<file path="src/rtl/compl_pkg.sv">
// Shared encodings for the serial complementer: operation modes and FSM states.
package compl_pkg;

  typedef enum logic [1:0] {
    MODE_NEG  = 2'b00,
    MODE_ONES = 2'b01,
    MODE_ABS  = 2'b10,
    MODE_PASS = 2'b11
  } mode_e;

  typedef enum logic [1:0] {
    ST_IDLE = 2'b00,
    ST_BUSY = 2'b01,
    ST_DONE = 2'b10
  } state_e;

endpackage

</file>
<file path="src/rtl/compl_digit.sv">
// One DIGIT-wide slice of the complementer: optional inversion plus carry-in add.
module compl_digit #(
  parameter int DIGIT = 8
) (
  input  logic [DIGIT-1:0] op,
  input  logic             inv,
  input  logic             cin,
  output logic [DIGIT-1:0] res,
  output logic             cout
);

  logic [DIGIT:0] sum;

  assign sum         = {1'b0, op ^ {DIGIT{inv}}} + {{DIGIT{1'b0}}, cin};
  assign {cout, res} = sum;

endmodule

</file>
<file path="src/rtl/complement_serial.sv">
// Digit-serial negate / one's complement / abs / pass-through, DIGIT bits per cycle.
// Define COMPL_OVF_EN to build the overflow flag for negating the most negative operand.
module complement_serial
  import compl_pkg::*;
#(
  parameter int WIDTH = 32,
  parameter int DIGIT = 8
) (
  input  logic             clk,
  input  logic             rst_n,
  input  logic             in_valid,
  output logic             in_ready,
  input  logic [WIDTH-1:0] in_data,
  input  logic [1:0]       in_mode,
  output logic             out_valid,
  input  logic             out_ready,
  output logic [WIDTH-1:0] out_data,
  output logic             out_ovf
);

  localparam int NDIG  = WIDTH / DIGIT;
  localparam int CNT_W = (NDIG > 1) ? $clog2(NDIG) : 1;
  localparam logic [CNT_W-1:0] LAST = CNT_W'(NDIG - 1);

  state_e           state_q, state_d;
  logic [CNT_W-1:0] cnt_q;
  logic             carry_q, inv_q;
  logic [WIDTH-1:0] op_q;
  logic [DIGIT-1:0] op_k, res_k;
  logic             cout_k;
  logic             accept, last_dig;

  assign in_ready  = (state_q == ST_IDLE);
  assign out_valid = (state_q == ST_DONE);
  assign accept    = in_valid && in_ready;
  assign last_dig  = (cnt_q == LAST);

  always_ff @(posedge clk or negedge rst_n) begin
    if (!rst_n) state_q <= ST_IDLE;
    else        state_q <= state_d;
  end

  always_comb begin
    state_d = state_q;
    case (state_q)
      ST_IDLE: if (accept)    state_d = ST_BUSY;
      ST_BUSY: if (last_dig)  state_d = ST_DONE;
      ST_DONE: if (out_ready) state_d = ST_IDLE;
      default:                state_d = ST_IDLE;
    endcase
  end

  always_comb begin
    op_k = '0;
    for (int k = 0; k < NDIG; k++)
      if (cnt_q == CNT_W'(k)) op_k = op_q[k*DIGIT +: DIGIT];
  end

  compl_digit #(.DIGIT(DIGIT)) u_digit (
    .op   (op_k),
    .inv  (inv_q),
    .cin  (carry_q),
    .res  (res_k),
    .cout (cout_k)
  );

  // Operand capture: pure data, only meaningful after an accept.
  always_ff @(posedge clk) begin
    if (accept) op_q <= in_data;
  end

  // Digit sequencing: carry chains between cycles, final carry-out is dropped.
  always_ff @(posedge clk or negedge rst_n) begin
    if (!rst_n) begin
      cnt_q    <= '0;
      carry_q  <= 1'b0;
      inv_q    <= 1'b0;
      out_data <= '0;
    end else if (accept) begin
      cnt_q <= '0;
      case (in_mode)
        MODE_NEG:  begin inv_q <= 1'b1;             carry_q <= 1'b1;             end
        MODE_ONES: begin inv_q <= 1'b1;             carry_q <= 1'b0;             end
        MODE_ABS:  begin inv_q <= in_data[WIDTH-1]; carry_q <= in_data[WIDTH-1]; end
        default:   begin inv_q <= 1'b0;             carry_q <= 1'b0;             end
      endcase
    end else if (state_q == ST_BUSY) begin
      for (int k = 0; k < NDIG; k++)
        if (cnt_q == CNT_W'(k)) out_data[k*DIGIT +: DIGIT] <= res_k;
      carry_q <= cout_k;
      cnt_q   <= last_dig ? '0 : cnt_q + CNT_W'(1);
    end
  end

`ifdef COMPL_OVF_EN
  localparam logic [DIGIT-1:0] LAST_MASK = {DIGIT{1'b1}} >> 1;

  mode_e            mode_q;
  logic             lowz_q;
  logic [DIGIT-1:0] low_bits;

  // The MSB itself is excluded from the zero test on the top digit.
  assign low_bits = op_k & (last_dig ? LAST_MASK : {DIGIT{1'b1}});

  always_ff @(posedge clk) begin
    if (accept) mode_q <= mode_e'(in_mode);
  end

  always_ff @(posedge clk or negedge rst_n) begin
    if (!rst_n) begin
      lowz_q  <= 1'b1;
      out_ovf <= 1'b0;
    end else if (accept) begin
      lowz_q  <= 1'b1;
      out_ovf <= 1'b0;
    end else if (state_q == ST_BUSY) begin
      lowz_q <= lowz_q && (low_bits == '0);
      if (last_dig)
        out_ovf <= op_q[WIDTH-1] && lowz_q && (low_bits == '0) &&
                   ((mode_q == MODE_NEG) || (mode_q == MODE_ABS));
    end
  end
`else
  assign out_ovf = 1'b0;
`endif

endmodule

</file>
<file path="config.mk">
export PLATFORM = sky130hd
export DESIGN_NAME = complement_serial
export DESIGN_NICKNAME = d
export VERILOG_FILES = /design/src/rtl/compl_pkg.sv /design/src/rtl/compl_digit.sv /design/src/rtl/complement_serial.sv
export SDC_FILE = /design/constraint.sdc
export NUM_CORES = 1
export LEC_CHECK = 0
export CELL_PAD_IN_SITES_DETAIL_PLACEMENT = 1
export CELL_PAD_IN_SITES_GLOBAL_PLACEMENT = 1
export CORE_MARGIN = 8
export CORE_UTILIZATION = 39
export DETAILED_ROUTE_END_ITERATION = 10
export PLACE_DENSITY_LB_ADDON = 0.1
export SKIP_CTS_REPAIR_TIMING = 1
export SYNTH_ARGS = -nofsm -noshare
export SYNTH_HDL_FRONTEND = slang
export SYNTH_HIERARCHICAL = 1
export SYNTH_SLANG_ARGS = --single-unit
</file>
<file path="constraint.sdc">
create_clock -name clk -period 4.5 [get_ports clk]
set_clock_uncertainty 0.2 [all_clocks]
set_input_delay 0.9 -clock clk [delete_from_list [all_inputs] [get_ports clk]]
set_output_delay 0.9 -clock clk [all_outputs]
set_load 0.02 [all_outputs]
</file>
* After elaboration in Yosys (flattened, before gate mapping)
Index checks and enable logic that the tools add are counted. Widths: inputs -> output; s select.
Cells by class: divide/modulo/power cells 0, muxes and demuxes 15, add/sub/neg operators 2, bitwise operators 2, equality and inequality tests 10, shift-type cells 0, reductions and logical operators 11, $mul 0, order comparisons 0
Operators by type and width (count):
- $mux 8 | 4
- $reduce_and 3->1 | 5
- $mux 2 | 6
- $add 8x1->9 | 1
- $eq 2x2->1 const B | 4
- $xor 8x8->8 | 1
- $eq 2x1->1 const B | 3
- $logic_not 2->1 | 3
- $pmux 2 s3 | 1
- $ne 2x1->1 const B | 2
- $pmux 1 s2 | 2
- $add 2x1->2 const B | 1
- $mux 1 | 2
- $ne 2x2->1 const B | 1
- $reduce_bool 2->1 | 1
- $reduce_or 2->1 | 1
- $logic_and 1x1->1 | 1
- $not 1->1 | 1
Word-level totals: memory bits (read-only) 0, latch bits 0, memory bits (writable) 0, bits of input ports 38, flip-flop bits (word level) 70, logic and storage cells 49, memories 0

* Longest topological paths before layout
depth in word-level cells 9, gate-level depth with buffers 13

* Cells and area by module
The synthesis kept the hierarchy.
By module, submodules not included:
- complement_serial | cells each 189, seq. area each 1911.8 um^2, area each 2787.7 um^2, instances 1
- compl_digit | cells each 38, seq. area each 0.0 um^2, area each 265.3 um^2, instances 1

* Least setup slack after synthesis
Ideal clock, no wire load.
path type register to register, start point register cnt_q[0], end point register out_data[14], period minus slack after synthesis 3.179 ns, arrival 2.854 ns, cell stages (with the launch flop) 14, library setup time 0.125 ns, path slack 1.321 ns, path buffers 2, cell sequence dfrtp_1 > inv_1 > ha_1 > buf_2 > buf_1 > a21oi_1 > a22o_1 > xor2_1 > ha_1 > or4b_4 > o21ai_2 > a21oi_1 > xor2_1 > mux2_2
Between the ends: longest elaborated chain between the ends 7, elaborated cells on any way between the ends 11, classes of those cells add/sub (1); eq/ne (3); mux (4); bitwise (1); reduce/logical (2)
RTL lines:
- start, declared | line complement_serial.sv:26 | logic [CNT_W-1:0] cnt_q;
- start signal, assigned | line complement_serial.sv:91 | cnt_q <= last_dig ? '0 : cnt_q + CNT_W'(1);
- $logic_not 2->1 | line complement_serial.sv:56 | if (cnt_q == CNT_W'(k)) op_k = op_q[k*DIGIT +: DIGIT];
- $mux 8 (3 in a row) | line complement_serial.sv:56
- $mux 8 (*) | line complement_serial.sv:56
- via op_k[0] | line complement_serial.sv:29 | logic [DIGIT-1:0] op_k, res_k;
- $xor 8x8->8 (*) | line compl_digit.sv:14 | assign sum = {1'b0, op ^ {DIGIT{inv}}} + {{DIGIT{1'b0}}, cin};
- $add 8x1->9 (*) | line compl_digit.sv:14
- via res_k[6] | line complement_serial.sv:29
- end signal, assigned by index | line complement_serial.sv:89 | if (cnt_q == CNT_W'(k)) out_data[k*DIGIT +: DIGIT] <= res_k;
- end, declared | line complement_serial.sv:17 | output logic [WIDTH-1:0] out_data,
Mark *: on every way through the listed nets, which the timed path passes. The rest lies on a longest branch. A chain may end at the register's enable or synchronous reset.

* Final worst setup path
Same ends and word-level chain as after synthesis.

==> load_flow_metrics.sql <==
INSERT INTO impl_metrics (metric_group, metric, value, unit) VALUES
('timing', 'time_the_final_worst_path_needs_with_i_o_delays_and_setup', '3.43', 'ns'),
('routing', 'first_iter_violations', '31', ''),
('place', 'dp_cells', '393', ''),
('floorplan', 'floorplan.die_area', '10900', 'um2'),
('timing', 'finalHoldViolCount', '0', ''),
('critical_path', 'timing.rr.start', 'cnt_q[0]', ''),
('floorplan', 'core.rowCount', '32', ''),
('routing', 'post_route_ant_nets', '0', ''),
('critical_path', 'timing_worst_setup_path_type', 'reg2reg', ''),
('worst_hold_path', 'hold_start', 'out_data[24]', ''),
('logic_synthesis', 'yosys_warnings', '6', ''),
('clock_network', 'cts.root.buffer_cell', 'sky130_fd_sc_hd__clkbuf_8', ''),
('critical_path', 'worst_ep_arrival_time', '3.45', 'ns'),
('clock_network', 'cts_tree', 'built', ''),
('timing', 'timing_worst_slew_pin_value', '0.940', 'ns'),
('grt', 'gr-total-overflow', '0', ''),
('timing', 'max_freq', '291', 'MHz'),
('timing', 'setup_violations', '0', ''),
('critical_path', 'critPathLaunchType', 'flop', ''),
('cells_and_area', 'fin_util', '0.532', ''),
('critical_path', 'critical_path.max_fanout', '17', ''),
('grt', 'grt_antenna_before_repair', '0', ''),
('grt', 'all_layer_gr_usage', '0.134', ''),
('floorplan', 'design.core.area', '7650', 'um2'),
('timing', 'summed_negative_setup_slack_over_all_endpoints', '0', 'ns'),
('cells_and_area', 'num-nets-final', '346', ''),
('logic_synthesis', 'ys_seq_elements', '70', ''),
('cells_and_area', 'most_common_cell_after_layout_fill_and_taps_aside', 'sky130_fd_sc_hd__clkdlybuf4s50_1', ''),
('cells_and_area', 'drive_above_1_share', '0.199', ''),
('critical_path', 'reg2reg_depth', '12', ''),
('critical_path', 'req_time_crit_path', '4.52', 'ns'),
('timing', 'unrepaired_setup_endpoints_after_global_routing', 'false', ''),
('place', 'buffer_ports.inserted', '71', ''),
('routing', 'avgRoutedWirePerCell', '17.0', 'um'),
('logic_synthesis', 'synth-seq-area-share', '0.626', ''),
('place', 'gpl.final_weighted_congestion', '0.825', ''),
('clock_network', 'cts-root-to-sink-buffers', '2', ''),
('logic_synthesis', 'syn_area', '3050', 'um2'),
('critical_path', 'worst_setup_path_end_kind', 'flop', ''),
('clock_network', 'clock_sinks', '70', ''),
('clock_network', 'h-tree-depth', '3', ''),
('routing', 'first_pass_iters', '4', ''),
('floorplan', 'fp.dieH', '104', 'um'),
('clock_network', 'worst_skew_pair.late_latency', '0.34', 'ns'),
('floorplan', 'initial_utilization', '0.399', ''),
('power_and_ir_drop', 'power.static_leakage', '1.62', 'nW'),
('cells_and_area', 'antenna_cells', '0', ''),
('floorplan', 'ios', '73', ''),
('power_and_ir_drop', 'vdd_drop_max', '259', 'uV'),
('cells_and_area', 'synthToLayoutAreaGrowth', '33.4', '%'),
('power_and_ir_drop', 'power_per_cell_area', '797', 'nW/um2'),
('grt', 'grt_max_degree', '39', ''),
('routing', 'drc_errors', '0', ''),
('outcome', 'outcome', 'finished clean', ''),
('logic_synthesis', 'syn-instance-count', '227', ''),
('grt', 'grt_pass1_wl', '11500', 'um'),
('clock_network', 'cts.reportedPaths.clkPinSlew', '0.08', 'ns'),
('timing', 'timing_max_transition_violations_final', '0', ''),
('routing', 'routed_wl', '6970', 'um'),
('timing', 'post-route-period-util', '0.762', ''),
('timing', 'slew_headroom', '0.373', ''),
('critical_path', 'r2r_slack', '1.07', 'ns'),
('critical_path', 'rr_endpoint', 'out_data[14]', ''),
('flow_run', 'drv_cap', '0', ''),
('clock_network', 'cts_buffers', '9', ''),
('worst_hold_path', 'min_delay_worst_endpoint', 'out_data[24]', ''),
('cells_and_area', 'final_cells', '409', ''),
('routing', 'vias', '2016', ''),
('routing', 'route.detailed.vias_per_inst', '4.93', ''),
('grt', 'grt_pass1_vias', '2198', ''),
('floorplan', 'die_w', '104', 'um'),
('cells_and_area', 'mostFrequentLayoutCells', '70 x sky130_fd_sc_hd__clkdlybuf4s50_1, 38 x sky130_fd_sc_hd__dfrtp_1, 34 x sky130_fd_sc_hd__mux2_2, 32 x sky130_fd_sc_hd__edfxtp_1, 22 x sky130_fd_sc_hd__a21oi_1', ''),
('worst_hold_path', 'hold_depth', '1', ''),
('logic_synthesis', 'post_synth.cell_area_avg', '13.4', 'um2'),
('logic_synthesis', 'postSynthNetCount', '271', ''),
('worst_hold_path', 'hp-class', 'reg2reg', ''),
('place', 'dpl.hpwl', '5210', 'um'),
('logic_synthesis', 'post_synth_num_cell_types', '32', '');
## logic make-up (layout without fill, tap and decap cells)
| logic type | Yosys count | after routing | share of synthesized area |
|---|---|---|---|
| other | 1 | 1 | 0.00123 |
| AOI/OAI and AO/OA | 49 | 49 | 0.0967 |
| adders and majority gates | 6 | 6 | 0.0246 |
| muxes | 36 | 36 | 0.134 |
| buffers and inverters | 23 | 103 | 0.0336 |
| xor gates and xnor gates | 9 | 9 | 0.0258 |
| and+or+nand+nor | 33 | 33 | 0.0582 |
| DFF | 70 | 70 | 0.626 |
## how the worst max path moves through the flow
stage                         from           end  slack, ns  cells after the start
after CTS                 cnt_q[0]   out_data[4]       1.06                     12
final                     cnt_q[0]  out_data[14]       1.07                     12
after global routing      cnt_q[0]   out_data[5]       0.74                     12
after global placement    cnt_q[0]  out_data[13]       1.20                     11
after floorplan           cnt_q[0]  out_data[14]       1.32                     13
after detailed placement  cnt_q[0]  out_data[20]       1.10                     12
## synth_stat cells, drive strengths merged
master  count  area, um2
a21oi      22        110
a22o       10       87.6
a31oi       3       18.8
and3        2       12.5
buf         8       46.3
clkbuf      2       7.51
conb        1       3.75
dfrtp      38        951
edfxtp     32        961
ha          6       75.1
inv        13       48.8
mux2       35        398
mux2i       1       10.0
nand2      14       62.6
nand2b      4       25.0
nand3b      2       15.0
nor2        6       22.5
nor2b       1       8.76
nor3        2       10.0
o211ai      1       7.51
o21ai      12       63.8
o21bai      1       7.51
or2b        1       7.51
or4b        1       13.8
xnor2       4       35.0
xor2        5       43.8
## final cells by class
cell class	instances	area, um2
clock buffer	10	128
clock inverter	6	86.3
fill	770	3580
inverter	13	48.8
multi-input combinational	134	1040
sequential	70	1910
tap	102	128
timing repair buffer	74	728
## power by group
part           internal, W  switching (W)  leakage [nW]
Clock             0.000310       0.000236        0.0962
Sequential        0.000925       0.000135         0.750
Combinational     0.000769       0.000871         0.773
## flip-flops by register name (all words and copies together), names as in the netlist
| name | cells |
|---|---|
| cnt_q | 2 |
| op_q | 32 |
| state_q | 2 |
| carry_q | 1 |
| inv_q | 1 |
| out_data | 32 |
## layer usage
layer	global-route usage	share of wire	routed length, um
met5	0	0	0
met4	0.0651	0.019	131
met3	0.0452	0.062	432
met2	0.220	0.50	3500
met1	0.152	0.42	2910
## through the flow
step,cell area [um2],worst slack [ns],total power [W],hold slack (ns)
global placement,3860,1.20,0.00270,0.288
finish,4070,1.07,0.00325,0.305
floorplan,3050,1.32,0.00212,0.288
detailed placement,3860,1.10,0.00274,0.293
CTS,4070,1.06,0.00330,0.311
global route,4070,0.745,0.00347,0.319
## worst max-delay path, stage by stage (launching register included)
cell and delay (ns):
sky130_fd_sc_hd__dfrtp_1 0.43, sky130_fd_sc_hd__inv_1 0.10, sky130_fd_sc_hd__ha_1 0.57, sky130_fd_sc_hd__a21oi_1 0.08, sky130_fd_sc_hd__o21ai_0 0.12, sky130_fd_sc_hd__a22o_1 0.16
sky130_fd_sc_hd__xor2_1 0.20, sky130_fd_sc_hd__ha_1 0.28, sky130_fd_sc_hd__or4b_4 0.51, sky130_fd_sc_hd__o21ai_2 0.12, sky130_fd_sc_hd__a21oi_1 0.08, sky130_fd_sc_hd__xor2_1 0.18
sky130_fd_sc_hd__mux2_2 0.28
No activity file was read; power rests on OpenSTA's default activity.
